$ cat config.mk
export PLATFORM = sky130hd
export DESIGN_NAME = cp0_exc_ctrl
export DESIGN_NICKNAME = d
export VERILOG_FILES = /design/src/rtl/cp0_exc_ctrl.sv
export SDC_FILE = /design/constraint.sdc
export NUM_CORES = 1
export LEC_CHECK = 0
export BUFFER_PORTS_ARGS = -buffer_cell sky130_fd_sc_hd__buf_2
export CAP_MARGIN = 40
export CELL_PAD_IN_SITES_DETAIL_PLACEMENT = 1
export CELL_PAD_IN_SITES_GLOBAL_PLACEMENT = 1
export CORE_MARGIN = 3
export CORE_UTILIZATION = 36
export DETAILED_ROUTE_END_ITERATION = 8
export GPL_TIMING_DRIVEN = 0
export PLACE_DENSITY = 0.85
export SLEW_MARGIN = 20
export SYNTH_ARGS = -nofsm -noshare
export SYNTH_HDL_FRONTEND = slang
export SYNTH_SLANG_ARGS = --single-unit
$ cat constraint.sdc
create_clock -name clk -period 2.77 [get_ports clk]
set_input_delay 0.1385 -clock clk [delete_from_list [all_inputs] [get_ports clk]]
set_output_delay 0.1385 -clock clk [all_outputs]
set_load 0.02 [all_outputs]
$ cat src/rtl/cp0_exc_ctrl.sv
// CP0 exception/interrupt controller at the M stage: raises the pipeline flush
// request and holds SR, Cause, EPC and PRId for mfc0/mtc0/eret.
module cp0_exc_ctrl #(
    parameter logic [31:0] PRID       = 32'h2021_0007,
    parameter logic [31:0] HANDLER_PC = 32'h0000_4180
) (
    input  logic        clk,
    input  logic        reset,
    input  logic        En,
    input  logic [4:0]  CP0Add,
    input  logic [31:0] CP0In,
    output logic [31:0] CP0Out,
    input  logic [31:0] VPC,
    input  logic        BDIn,
    input  logic [4:0]  ExcCodeIn,
    input  logic [5:0]  HWInt,
    input  logic        EXLClr,
    output logic [31:0] EPCOut,
    output logic [31:0] HandlerPC,
    output logic        Req
);

    logic [5:0]  r_sr_im;
    logic        r_sr_exl;
    logic        r_sr_ie;
    logic        r_cause_bd;
    logic [5:0]  r_cause_ip;
    logic [4:0]  r_cause_exc;
    logic [31:0] r_epc;

    logic        w_int_req;
    logic        w_exc_req;
    logic        w_wr_sr;
    logic        w_wr_epc;
    logic [31:0] w_epc_raw;
    logic [31:0] w_sr;
    logic [31:0] w_cause;

    assign w_int_req = (|(HWInt & r_sr_im)) & r_sr_ie & ~r_sr_exl;
    assign w_exc_req = (ExcCodeIn != 5'd0) & ~r_sr_exl;
    assign Req       = w_int_req | w_exc_req;

    // A flushed instruction must not commit its mtc0.
    assign w_wr_sr   = En & ~Req & (CP0Add == 5'd12);
    assign w_wr_epc  = En & ~Req & (CP0Add == 5'd14);

    assign w_epc_raw = BDIn ? (VPC - 32'd4) : VPC;

    always_ff @(posedge clk) begin
        if (reset) begin
            r_sr_im     <= '0;
            r_sr_exl    <= 1'b0;
            r_sr_ie     <= 1'b0;
            r_cause_bd  <= 1'b0;
            r_cause_ip  <= '0;
            r_cause_exc <= '0;
            r_epc       <= '0;
        end else begin
            r_cause_ip <= HWInt;
            if (Req) begin
                r_sr_exl    <= 1'b1;
                r_cause_exc <= w_int_req ? 5'd0 : ExcCodeIn;
                r_cause_bd  <= BDIn;
                r_epc       <= {w_epc_raw[31:2], 2'b00};
            end else begin
                if (w_wr_sr) begin
                    r_sr_im <= CP0In[15:10];
                    r_sr_ie <= CP0In[0];
                end
                // eret clears EXL even if mtc0 SR tries to set it the same cycle.
                if (EXLClr) begin
                    r_sr_exl <= 1'b0;
                end else if (w_wr_sr) begin
                    r_sr_exl <= CP0In[1];
                end
                if (w_wr_epc) begin
                    r_epc <= {CP0In[31:2], 2'b00};
                end
            end
        end
    end

    assign w_sr    = {16'd0, r_sr_im, 8'd0, r_sr_exl, r_sr_ie};
    assign w_cause = {r_cause_bd, 15'd0, r_cause_ip, 3'd0, r_cause_exc, 2'b00};

    always_comb begin
        CP0Out = 32'd0;
        case (CP0Add)
            5'd12:   CP0Out = w_sr;
            5'd13:   CP0Out = w_cause;
            5'd14:   CP0Out = r_epc;
            5'd15:   CP0Out = PRID;
            default: CP0Out = 32'd0;
        endcase
    end

    assign EPCOut    = r_epc;
    assign HandlerPC = HANDLER_PC;

endmodule

After elaboration in Yosys (flattened, before gate mapping)
Cells that the tools add are included.
Word-level totals
  output and inout bits: 97
  logic and storage cells: 35
  register bits after elaboration: 50
Cells by class
  $add $sub $neg: 1
  bitwise gates (word level): 10
  reduce and logical (&&, ||, !) cells: 5
  muxes and demuxes: 8
  eq/ne operators: 4
Operator list (count)
  $pmux W32 S4: 1
  $mux W32: 3
  $sub A32 B3 Y32 const B: 1
  $eq A5 B4 Y1 const B: 4
  $and A1 B1 Y1: 6
  $and A6 B6 Y6: 1
  $reduce_or A6 Y1: 1
  $mux W5: 1
  $reduce_bool A5 Y1: 1
  $mux W1: 3
  $reduce_bool A3 Y1: 1
  $not A1 Y1: 2
  $reduce_and A2 Y1: 1
  $reduce_bool A2 Y1: 1
  $or A1 B1 Y1: 1

Longest topological paths before layout
  depth after elaboration: 11
  mapped depth: 9
  depth with buffers taken out: 7

Least setup slack after synthesis
Ideal clock, no wire load.
  path kind: reg-to-reg
  start point: reg r_sr_im[0]
  end point: reg r_epc[27] (netlist: EPCOut[27])
  cell stages (with the launch flop): 9
  data arrival time: 1498 ps
  required time: 2628 ps
  library setup time: 142 ps
  buffers on the path: 2
  setup slack: 1130 ps
  path through: dfxtp_1 > a22o_1 > o311ai_1 > and2_1 > buf_6 > inv_6 > buf_6 > a211oi_2 > a211oi_2
On the way
  cells in the longest elaborated chain, start to end: 9
RTL lines
  from (decl): RTL line 23  | logic [5:0] r_sr_im;
  from (signal assigned): RTL line 67  | r_sr_im <= CP0In[15:10];
  $and A6 B6 Y6 (*): RTL line 39  | assign w_int_req = (|(HWInt & r_sr_im)) & r_sr_ie & ~r_sr_exl;
  $reduce_or A6 Y1 (*): RTL line 39
  $and A1 B1 Y1 (*) (2 in a row): RTL line 39
  $or A1 B1 Y1 (*): RTL line 41  | assign Req = w_int_req | w_exc_req;
  $not A1 Y1 (no source line)
  $and A1 B1 Y1 (2 in a row): RTL line 45  | assign w_wr_epc = En & ~Req & (CP0Add == 5'd14);
  $reduce_bool A2 Y1 (no source line)
  to (signal assigned): RTL line 64  | r_epc <= {w_epc_raw[31:2], 2'b00};
  to (signal assigned): RTL line 77  | r_epc <= {CP0In[31:2], 2'b00};
  to (decl): RTL line 29  | logic [31:0] r_epc;
Mark *: on every way between the ends. The rest lies on a longest branch, timed or not.
A chain may end at the register's enable or synchronous reset.

Worst setup path after layout
  start point: reg r_sr_im[0]
  end point: out Req
On the way
  cells in the longest elaborated chain, start to end: 5
RTL lines
  $and A6 B6 Y6: RTL line 39
  $reduce_or A6 Y1: RTL line 39
  $and A1 B1 Y1 (2 in a row): RTL line 39
  $or A1 B1 Y1: RTL line 41
  to (decl): RTL line 20  | output logic Req
No other way between the ends.

==> summary.md <==
| Metric | Value |
|---|---|
| Core box area | `9910 um2` |
| Drt wl/cell | `18.6 um` |
| Worst slew pin tran | `0.784 ns` |
| Setup TNS | `0 ns` |
| Synthesized area | `3740 um2` |
| Die W | `108 um` |
| Synth-to-Final Area Change | `29.8%` |
| Hold_buf cts | `0` |
| Nets | `692` |
| CTS tree | `yes` |
| Synth cell count leaders | `dfxtp_1, nor2_1, buf_4, a211oi_2, and3_1` |
| Drt first pass iters | `4` |
| Total global routing overflow | `0` |
| Fin crit period | `2.15 ns` |
| Final worst slack | `0.624 ns` |
| Layout cell share with drive strength beyond 1 | `43.2%` |
| Initial antenna violation count | `0` |
| Reg2Reg Launch Point | `r_sr_im[0]$_SDFFE_PP0P_` |
| Final setup violating endpoints | `0` |
| Pin count of the biggest net entering global routing | `16` |
| Largest cells by area after synthesis | `dfxtp_1, a211oi_2, buf_4, xnor2_1, and3_1` |
| Peak Freq | `466 MHz` |
| Max_cap viols | `0` |
| Worst Setup Path Type | `reg -> out` |
| Final ANT Viol Nets | `0` |
| Main synth FF type | `dfxtp_1` |
| Static Leak | `2.27 nW` |
| Slowest cell delay on critical path | `0.34 ns` |
| CP bufs+invs | `4` |
| # resized after CTS | `0` |
| R2R Setup Slk | `0.84 ns` |
| RR Endpoint | `EPCOut[29]$_SDFFE_PP0P_` |
| Most common cell in the netlist | `dfxtp_1` |
| #FFs+latches synth | `50` |
| CP cell instances | `a22o_1, o311ai_1, and2_1, buf_6, inv_6, buf_6, buf_2` |
| TritonCTS buffer count | `5` |
| FF-to-FF path depth | `8` |
| Worst EP arrival | `2.01 ns` |
| CTS Sinks | `50` |
| CP top delay family | `compound AO/OA/AOI/OAI gates` |
| CTS root buf | `clkbuf_8` |
| Hold_sp | `HWInt[5]` |
| Drt via density | `5.13` |
| Synth top area share | `26.8%` |
| Post-DP HPWL | `11.0 mm` |
| Io pins | `182` |
| Row Count | `36` |
| EDFF count, synth | `0` |
| Worst VDD drop | `0.196 mV` |
| HP Class | `in -> reg` |
| Final non-filler cell total | `740` |
| Dpl cells | `732` |
| Initial Utilization | `37.7%` |
| CP max FO | `10` |
| # Post-CTS Setup Buffers | `0` |
| Yosys warning count | `0` |
| Req. time, crit path | `2.63 ns` |
| Seq/Total Area, Yosys | `26.8%` |
| Status | `finished, final reports clean` |
| First DRT Iteration DRCs | `125` |
| Pwr/cell area | `400 nW/um2` |
| Worst-path clk slew | `0.10 ns` |
| Syn_area_per_cell | `8.81 um2` |
| Routability Congestion | `0.855` |
| Ys async rst share | `0%` |
| Total Routing Usage GR | `23.0%` |
| Worst Skew | `0.0101 ns` |
| Layout Utilization | `48.9%` |
| Slew headroom | `47.3%` |
| WL final | `13.7 mm` |
| Die area | `11600 um2` |
| Buffers on Ports | `143` |
| Hold Fails Final Rpt | `0` |
| RSZ-0062 raised after global routing | `false` |
| Crit share post-route | `77.5%` |
| WHS Endpoint | `r_cause_ip[5]$_SDFF_PP0_` |
| H-Tree Depth | `2` |
| Crit. End Element | `output port` |
| Ant. Diodes | `0` |
| Longest Clk Path Bufs | `2` |
| Syn Inst Count | `424` |
| Vias | `3799` |
| Worst-skew pair later-pin latency | `0.31 ns` |
| Slowest cell on crit path | `dfxtp_1` |
| Post-synthesis cell type count | `55` |
| Element type at the critical path start | `flip-flop` |
| Total power | `0.00194 W` |
| Depth of the worst hold-timing path | `2` |
| Residual DRC | `0` |
| First-pass GRT wire length | `21.0 mm` |
| Die height | `108 um` |
| Dpl ws | `0.720 ns` |
| CP dominant cell by count | `buf_6` |
| Vias in the first global route | `3991` |
| Area leader, netlist | `dfxtp_1` |
| Max-slew violations | `0` |
## cells in the final DEF (no fill, tap or decap), drive strengths merged, types with 5 or more instances in the layout
master and instances:
a211oi 37, a21oi 15, a22oi 5, a311oi 11, and3 33, buf 191
clkbuf 23, conb 34, dfxtp 50, mux2i 14, nand2 26, nand3 18
nand4 5, nor2 52, nor2b 10, nor3 13, nor4 6, xnor2 23
xor2 5
## area by class of cell
| class | count | area [um2] |
|---|---|---|
| inverter | 4 | 20.0 |
| sequential | 50 | 1000 |
| clock buffer | 6 | 72.6 |
| tap | 133 | 166 |
| clock inverter | 2 | 37.5 |
| multi-input combinational | 336 | 2360 |
| timing repair buffer | 143 | 716 |
| buffer | 66 | 479 |
| fill | 1281 | 5060 |
## layer usage
metal  track usage (%)  up-vias  wire length [um]
met5                 0        -                 0
met4              5.77        0               206
met3              3.90       17               828
met2              40.4      130              6790
met1              29.0     1840              5920
li1                  -     1812                 -
## per-stage QoR
stage          hold WS [ns]  area, um2
3_3_place_gp          0.371       4740
4_1_cts              0.0600       4850
3_5_place_dp          0.377       4740
2_1_floorplan         0.267       3860
6_report             0.0622       4850
5_1_grt              0.0600       4850
## logic make-up after synthesis
logic type / count (synthesis) / share of synthesized area [%]
xor gates and xnor gates: 28 / 6.56
other: 2 / 0.201
and+or+nand+nor: 179 / 28.1
DFF: 50 / 26.8
AOI/OAI and AO/OA: 78 / 20.3
adders and majority gates: 1 / 0.335
buffers and inverters: 70 / 13.4
muxes: 16 / 4.35
## worst max-delay path by stage
stage | startpoint | slack (ns) | cells past startpoint | end
after floorplan | r_sr_im[0]$_SDFFE_PP0P_ | 1.13 | 8 | EPCOut[27]$_SDFFE_PP0P_
after global placement | CP0Add[2] | 0.82 | 8 | EPCOut[8]$_SDFFE_PP0P_
after detailed placement | CP0Add[2] | 0.72 | 8 | EPCOut[11]$_SDFFE_PP0P_
final | r_sr_im[0]$_SDFFE_PP0P_ | 0.62 | 7 | Req
after global routing | r_sr_im[0]$_SDFFE_PP0P_ | 0.51 | 7 | Req
after CTS | r_sr_im[0]$_SDFFE_PP0P_ | 0.63 | 7 | Req
## registers in the layout, indices dropped and copies added (netlist names)
signal	flops
r_cause_bd	1
r_cause_ip	6
r_sr_im	6
r_sr_ie	1
EPCOut	30
r_cause_exc	5
r_sr_exl	1
## report_power, final
part | internal [W] | leakage [nW] | switching (W)
Combinational | 0.000236 | 1.81 | 0.000363
Clock | 0.000270 | 0.0514 | 0.000257
Sequential | 0.000773 | 0.414 | 0.0000432
Total | 0.00128 | 2.27 | 0.000663
Power figures use the tool's default switching activity.
